## src/rtl/hub75_pkg.sv

```systemverilog
// Shared types and helpers for the HUB75 scan controller: FSM states,
// colour-field indices within a framebuffer word, and BCM on-time rule.
package hub75_pkg;

    typedef enum logic [1:0] {
        IDLE    = 2'd0,
        SHIFT   = 2'd1,
        LATCH   = 2'd2,
        DISPLAY = 2'd3
    } state_t;

    localparam int R1_I       = 0;
    localparam int G1_I       = 1;
    localparam int B1_I       = 2;
    localparam int R2_I       = 3;
    localparam int G2_I       = 4;
    localparam int B2_I       = 5;
    localparam int NUM_FIELDS = 6;

    // Binary-weighted display time: plane p is lit for base << p cycles.
    function automatic int on_cycles(input int base, input int plane);
        return base << plane;
    endfunction

endpackage

```

## src/rtl/hub75_bcm_timer.sv

```systemverilog
// BCM on-time timer: loads the on-time of a bit-plane, holds OE low while
// counting down, and flags the final lit cycle so the scheduler can advance.
module hub75_bcm_timer
    import hub75_pkg::*;
#(
    parameter int BASE_ON = 16,
    parameter int BPP     = 4,
    parameter int PLANE_W = 2
) (
    input  logic               i_clk,
    input  logic               i_rst_n,
    input  logic               i_load,
    input  logic [PLANE_W-1:0] i_plane,
    output logic               o_oe,
    output logic               o_done
);

    localparam int CNT_W = $clog2((BASE_ON << (BPP - 1)) + 1);

    logic [CNT_W-1:0] r_cnt;

    always_ff @(posedge i_clk) begin
        if (!i_rst_n) begin
            r_cnt <= '0;
        end else if (i_load) begin
            r_cnt <= CNT_W'(on_cycles(BASE_ON, int'(i_plane)));
        end else if (r_cnt != '0) begin
            r_cnt <= r_cnt - 1'b1;
        end
    end

    assign o_oe   = (r_cnt == '0);
    assign o_done = (r_cnt == CNT_W'(1));

endmodule

```

## src/rtl/hub75_scan_ctrl.sv

```systemverilog
// HUB75 scan/BCM scheduler: per row and bit-plane it shifts one plane of the
// framebuffer onto the panel, latches it, selects the row and lights it.
module hub75_scan_ctrl
    import hub75_pkg::*;
#(
    parameter int COLS    = 64,
    parameter int ROWS    = 32,
    parameter int BPP     = 4,
    parameter int CLK_DIV = 4,
    parameter int BASE_ON = 16
) (
    input  logic                                 CLK100MHZ,
    input  logic                                 CPU_RESETN,
    input  logic                                 en,
    output logic                                 fb_rd,
    output logic [$clog2(ROWS)+$clog2(COLS)-1:0] fb_addr,
    input  logic [NUM_FIELDS*BPP-1:0]            fb_data,
    output logic                                 A,
    output logic                                 B,
    output logic                                 C,
    output logic                                 D,
    output logic                                 E,
    output logic                                 CLK,
    output logic                                 R1,
    output logic                                 G1,
    output logic                                 B1,
    output logic                                 R2,
    output logic                                 G2,
    output logic                                 B2,
    output logic                                 LAT,
    output logic                                 OE,
    output logic                                 frame_done
);

    localparam int COL_W   = $clog2(COLS);
    localparam int ROW_W   = $clog2(ROWS);
    localparam int PLANE_W = (BPP > 1) ? $clog2(BPP) : 1;
    localparam int TICK_W  = $clog2(2 * CLK_DIV);
    localparam logic [TICK_W-1:0] TICK_HI   = TICK_W'(CLK_DIV);
    localparam logic [TICK_W-1:0] TICK_LAST = TICK_W'(2 * CLK_DIV - 1);
    localparam logic [TICK_W-1:0] TICK_RD   = TICK_W'(2 * CLK_DIV - 2);

    state_t             r_state, w_next;
    logic [ROW_W-1:0]   r_row, r_addr;
    logic [PLANE_W-1:0] r_plane;
    logic [COL_W-1:0]   r_col, w_rd_col;
    logic [TICK_W-1:0]  r_tick;
    logic               r_pre, r_rd_q, r_frame_done;
    logic [NUM_FIELDS-1:0] r_rgb;
    logic [BPP-1:0]     w_field [NUM_FIELDS];
    logic               w_col_end, w_shift_end, w_latch_end, w_bcm_done;
    logic               w_plane_last, w_row_last, w_oe;

    assign w_col_end    = (r_state == SHIFT) && !r_pre && (r_tick == TICK_LAST);
    assign w_shift_end  = w_col_end && (r_col == COL_W'(COLS - 1));
    assign w_latch_end  = (r_state == LATCH) && (r_tick == TICK_HI);
    assign w_plane_last = (r_plane == PLANE_W'(BPP - 1));
    assign w_row_last   = (r_row == ROW_W'(ROWS - 1));

    always_ff @(posedge CLK100MHZ) begin
        if (!CPU_RESETN) begin
            r_state <= IDLE;
        end else begin
            r_state <= w_next;
        end
    end

    always_comb begin
        w_next = r_state;
        case (r_state)
            IDLE:    if (en) w_next = SHIFT;
            SHIFT:   if (w_shift_end) w_next = LATCH;
            LATCH:   if (w_latch_end) w_next = DISPLAY;
            DISPLAY: if (w_bcm_done) w_next = en ? SHIFT : IDLE;
            default: w_next = IDLE;
        endcase
    end

    // r_pre marks the extra read cycle that primes column 0 of each plane.
    always_ff @(posedge CLK100MHZ) begin
        if (!CPU_RESETN) begin
            r_row        <= '0;
            r_plane      <= '0;
            r_col        <= '0;
            r_tick       <= '0;
            r_pre        <= 1'b0;
            r_addr       <= '0;
            r_frame_done <= 1'b0;
        end else begin
            r_frame_done <= 1'b0;
            case (r_state)
                IDLE: begin
                    r_col  <= '0;
                    r_tick <= '0;
                    r_pre  <= en;
                end
                SHIFT: begin
                    if (r_pre) begin
                        r_pre  <= 1'b0;
                        r_tick <= '0;
                    end else if (w_col_end) begin
                        r_tick <= '0;
                        r_col  <= r_col + 1'b1;
                        if (w_shift_end) r_addr <= r_row;
                    end else begin
                        r_tick <= r_tick + 1'b1;
                    end
                end
                LATCH: r_tick <= w_latch_end ? '0 : r_tick + 1'b1;
                DISPLAY: begin
                    if (w_bcm_done) begin
                        r_pre  <= en;
                        r_col  <= '0;
                        r_tick <= '0;
                        r_frame_done <= w_plane_last && w_row_last;
                        if (!en) begin
                            r_row   <= '0;
                            r_plane <= '0;
                        end else if (w_plane_last) begin
                            r_plane <= '0;
                            r_row   <= w_row_last ? '0 : r_row + 1'b1;
                        end else begin
                            r_plane <= r_plane + 1'b1;
                        end
                    end
                end
                default: ;
            endcase
        end
    end

    // Reads for columns after the first land so new pixel bits appear as CLK falls.
    assign w_rd_col = (r_state == SHIFT && !r_pre) ? r_col + 1'b1 : r_col;
    assign fb_rd    = (r_state == SHIFT) &&
                      (r_pre || (!r_pre && r_tick == TICK_RD && r_col != COL_W'(COLS - 1)));
    assign fb_addr  = {r_row, w_rd_col};

    always_comb begin
        for (int k = 0; k < NUM_FIELDS; k++) begin
            w_field[k] = fb_data[k*BPP +: BPP];
        end
    end

    always_ff @(posedge CLK100MHZ) begin
        if (!CPU_RESETN) begin
            r_rd_q <= 1'b0;
            r_rgb  <= '0;
        end else begin
            r_rd_q <= fb_rd;
            if (r_rd_q) begin
                for (int k = 0; k < NUM_FIELDS; k++) begin
                    r_rgb[k] <= w_field[k][r_plane];
                end
            end
        end
    end

    hub75_bcm_timer #(
        .BASE_ON (BASE_ON),
        .BPP     (BPP),
        .PLANE_W (PLANE_W)
    ) u_bcm (
        .i_clk   (CLK100MHZ),
        .i_rst_n (CPU_RESETN),
        .i_load  (w_latch_end),
        .i_plane (r_plane),
        .o_oe    (w_oe),
        .o_done  (w_bcm_done)
    );

    assign OE              = w_oe;
    assign LAT             = (r_state == LATCH) && (r_tick != '0);
    assign CLK             = (r_state == SHIFT) && !r_pre && (r_tick >= TICK_HI);
    assign {E, D, C, B, A} = 5'(r_addr);
    assign R1              = r_rgb[R1_I];
    assign G1              = r_rgb[G1_I];
    assign B1              = r_rgb[B1_I];
    assign R2              = r_rgb[R2_I];
    assign G2              = r_rgb[G2_I];
    assign B2              = r_rgb[B2_I];
    assign frame_done      = r_frame_done;

endmodule

```

## config.mk

```make
export PLATFORM = sky130hd
export DESIGN_NAME = hub75_scan_ctrl
export DESIGN_NICKNAME = d
export VERILOG_FILES = /design/src/rtl/hub75_pkg.sv /design/src/rtl/hub75_bcm_timer.sv /design/src/rtl/hub75_scan_ctrl.sv
export SDC_FILE = /design/constraint.sdc
export NUM_CORES = 1
export LEC_CHECK = 0
export ABC_AREA = 0
export CAP_MARGIN = 0
export CORE_AREA = 2 2 63 94
export CTS_CLUSTER_SIZE = 30
export DETAILED_ROUTE_END_ITERATION = 7
export DIE_AREA = 0 0 65 96
export PLACE_DENSITY = 0.71
export SLEW_MARGIN = 40
export SYNTH_ARGS = -nofsm -noshare
export SYNTH_HDL_FRONTEND = slang
export SYNTH_SLANG_ARGS = --single-unit
export TNS_END_PERCENT = 30
```

## constraint.sdc

```tcl
create_clock -name CLK100MHZ -period 3.6 [get_ports CLK100MHZ]
set_input_delay 0.72 -clock CLK100MHZ [delete_from_list [all_inputs] [get_ports CLK100MHZ]]
set_output_delay 0.72 -clock CLK100MHZ [all_outputs]
set_load 0.1 [all_outputs]
```

==> reports/results.ini <==
[outcome]
outcome=completed

[power]
p_comb_share_pct=42.6
switching_share_pct=41.51
p_sw_w=0.0006262
cellLeakagePower_nw=1.142
peakVddDrop_mv=0.2376
power_density_nw_per_um2=516.6
p_int_w=0.0008824
power_frac_seq_pct=36.8
clkPwrFrac_pct=20.6

[synth]
ys_warn_count=0
synthFlopType=dfxtp_1
synth_cells=259
netlist_area_um2=2359
synth-seq-cells=40
synth_cell_types=53
synth_enable_flop_cells=0
ys_async_sr_fraction_pct=0
yosysSeqAreaShare_pct=33.95
synth.avg_cell_area_um2=9.106
syn-num-nets=304

[timing]
hold_viol=0
final_max_slew_viol_count=0
period_share_pct=85.91
layout_setup_ws_ns=0.5071
finalSetupViolCount=0
slew-limit-headroom_pct=55.57
final.setup.tns_ns=0
fmax_ghz=0.3233
rsz0062_at_grt=false
tightest_slew_ns=0.6650
period_needed_ns=3.093
finClkSkew_ns=0.008166

[min_path]
holdCritPathClass=reg -> reg

[global_route]
grt_pass1_vias=1939
grt_pass1_wl_mm=8.569
grt_util_all_layers_pct=17.64
gr-total-overflow=0
antenna_found_initial=0
grt_max_degree=20

[clocking]
cts_sinks=40
ctsLongestPathBuffers=2
cts_setup_buffers=0
cts_hold_buf=0
numCtsBuffers=5
clk_latency_ns=0.30
ctsResizeCount=0
cts_tree=done
cts_root_buffer=clkbuf_8
clkTransAtPathRegs_ns=0.08
cts_max_level=2

[worst_setup_path]
crit_end=fb_addr[3]
worst_setup_path_end_kind=output port
startpoint_type=flip-flop
r2r-end=r_tick[0]
crit_family=simple AND/OR/NAND/NOR gates
crit_chain=inv_1, ha_1, nor2b_1, nand4_1, xnor2_1, buf_4
crit_cells=6
cp_max_fo=10
crit_buf_inv=2
cp_slowest_cell=nor2b_1
required_ns=2.88
r2r_setup_slack_ns=1.41
worstReg2RegStart=r_state[1]
startpoint=r_state[1]
path_class=reg -> out
rr_worst_depth=6
cp.arrival_ns=2.37
critPathMaxStageDelay_ns=0.60

[floorplan]
initial_core_util_pct=43.60
die_x_um=65
die_area_um2=6240
die_h_um=96
coreArea_um2=5409
ios=54
rows=33

[layout]
drive_above_1_share_pct=17.15
finalInstanceArea_um2=2920
diodes=0
nNetsFinal=353
final_cells=379
syn2layout_area_growth_pct=23.82
nFillCells=506

[placed_design]
place.detailed.hpwl_mm=3.872
dpl_cell_area_um2=2828
gp_congestion=0.8717
dp.cells=371
pre_cts_ws_ns=0.8178
io_buffers=53

[route]
vias=2071
antenna_left=0
remaining_drc_errors=0
drtPass1Iterations=4
initialDrtViolationCount=93
viasPerCell=5.464
routed_wirelength_mm=5.162
wire_per_inst_um=13.62

[run]
maxCapViolCount=0

[routing by layer]
metal / part of all wire (%) / GRT usage [%]
met5: 0 / 0
met2: 51 / 31.79
met1: 42 / 19.64
met3: 4.8 / 2.807
met4: 2.2 / 9.574
[layout by cell type, fill, tap and decap left out, drive strengths merged, types with 3 or more instances in the layout]
cell type	netlist	routed
dfxtp	40	40
a211oi	3	3
o311ai	4	4
or4	3	3
o21ai	8	8
nand4	7	7
clkdlybuf4s50	0	26
nand3	11	11
nand2b	5	5
nor2	22	22
nor2b	4	4
mux2i	14	14
mux4	6	6
inv	13	13
clkbuf	8	5
buf	5	29
ha	18	18
o21a	6	6
nor3b	3	3
or3	4	4
a21boi	5	5
xnor2	5	5
o41ai	3	3
a21oi	11	11
nand2	23	23
[sequential cells by signal (all words and copies together) (netlist names)]
| register | flops |
|---|---|
| r_col | 6 |
| r_row | 5 |
| r_pre | 1 |
| r_rd_q | 1 |
| r_tick | 3 |
| r_rgb | 6 |
| frame_done | 1 |
| r_plane | 2 |
| r_addr | 5 |
| u_bcm.r_cnt | 8 |
| r_state | 2 |
[worst min-delay path by stage]
stage	to	startpoint	depth (start not counted)
global route	r_addr[0]	r_addr[0]	2
finish	r_rgb[2]	r_rgb[2]	2
CTS	r_rgb[2]	r_rgb[2]	2
floorplan	r_tick[0]	r_tick[0]	2
detailed placement	r_rgb[2]	r_rgb[2]	2
global placement	r_rgb[1]	r_rgb[1]	2
[tightest hold or removal path: cells and delay by family (launching register included)]
| kind | cells | cell delay [ns] |
|---|---|---|
| simple gates | 1 | 0.07 |
| flops | 1 | 0.33 |
| mux | 1 | 0.06 |
[cell families (layout without fill, tap and decap cells)]
kind of cell	Yosys count	in the layout	share of synthesized area, %
XOR/XNOR	7	7	2.600
multiplexers	21	21	12.15
flip-flops	40	40	33.95
adder cells (fa/ha/maj)	18	18	9.549
AND/OR/NAND/NOR	94	94	21.54
buffers and inverters	26	76	4.350
AO/OA/AOI/OAI	53	53	15.86
[cell type report]
type                            count  area [um2]  area share (%)
Multi-Input combinational cell    193        1455           49.83
Inverter                           13       48.80           1.671
Sequential cell                    40       800.8           27.42
Timing Repair Buffer               55       435.4           14.91
Tap cell                           70       87.58           2.999
Clock inverter                      3       23.77          0.8141
Clock buffer                        5       68.82           2.356
[cell usage after synthesis (2+ instances only)]
cell type	n	area, um2
nor2b_1	4	25.02
nand2_1	23	86.33
xor2_1	2	17.52
mux4_2	6	135.1
and3b_1	2	17.52
mux2i_1	14	140.1
a21boi_0	3	22.52
buf_2	4	20.02
nand4_1	7	43.79
clkbuf_1	8	30.03
dfxtp_1	40	800.8
nand3_1	11	55.05
nor3b_1	2	15.01
nand2b_1	5	31.28
or4_1	2	15.01
o22ai_1	2	12.51
o21ai_1	2	10.01
a21oi_1	11	55.05
ha_1	18	225.2
and2_1	2	12.51
o211ai_1	2	15.01
a211oi_1	3	22.52
o41ai_1	3	26.28
o21ai_0	6	30.03
o31ai_1	2	15.01
xnor2_1	5	43.79
o21a_1	6	45.04
inv_1	12	45.04
nor2_1	22	82.58
or3_1	3	18.77
o311ai_1	4	35.03
a311oi_1	2	17.52
[power groups by stage]
stage	logic (W)	registers (W)	clock network (W)
2_1_floorplan	0.000501	0.000568	0
3_3_place_gp	0.000641	0.000564	0
3_5_place_dp	0.000644	0.000566	0
4_1_cts	0.000646	0.000556	0.000320
5_1_grt	0.000704	0.000568	0.000339
6_report	0.000643	0.000555	0.000310
[metrics by stage]
stage / total power (W) / hold WS [ns] / utilization [%]
6_report: 0.001509 / 0.4928 / 53.99
2_1_floorplan: 0.001069 / 0.4623 / -
4_1_cts: 0.001522 / 0.4977 / 53.99
3_3_place_gp: 0.001205 / 0.4716 / 53.85
5_1_grt: 0.001612 / 0.5288 / 53.99
3_5_place_dp: 0.001209 / 0.4779 / 52.28
Note: power is estimated with default switching activity, not from simulation.
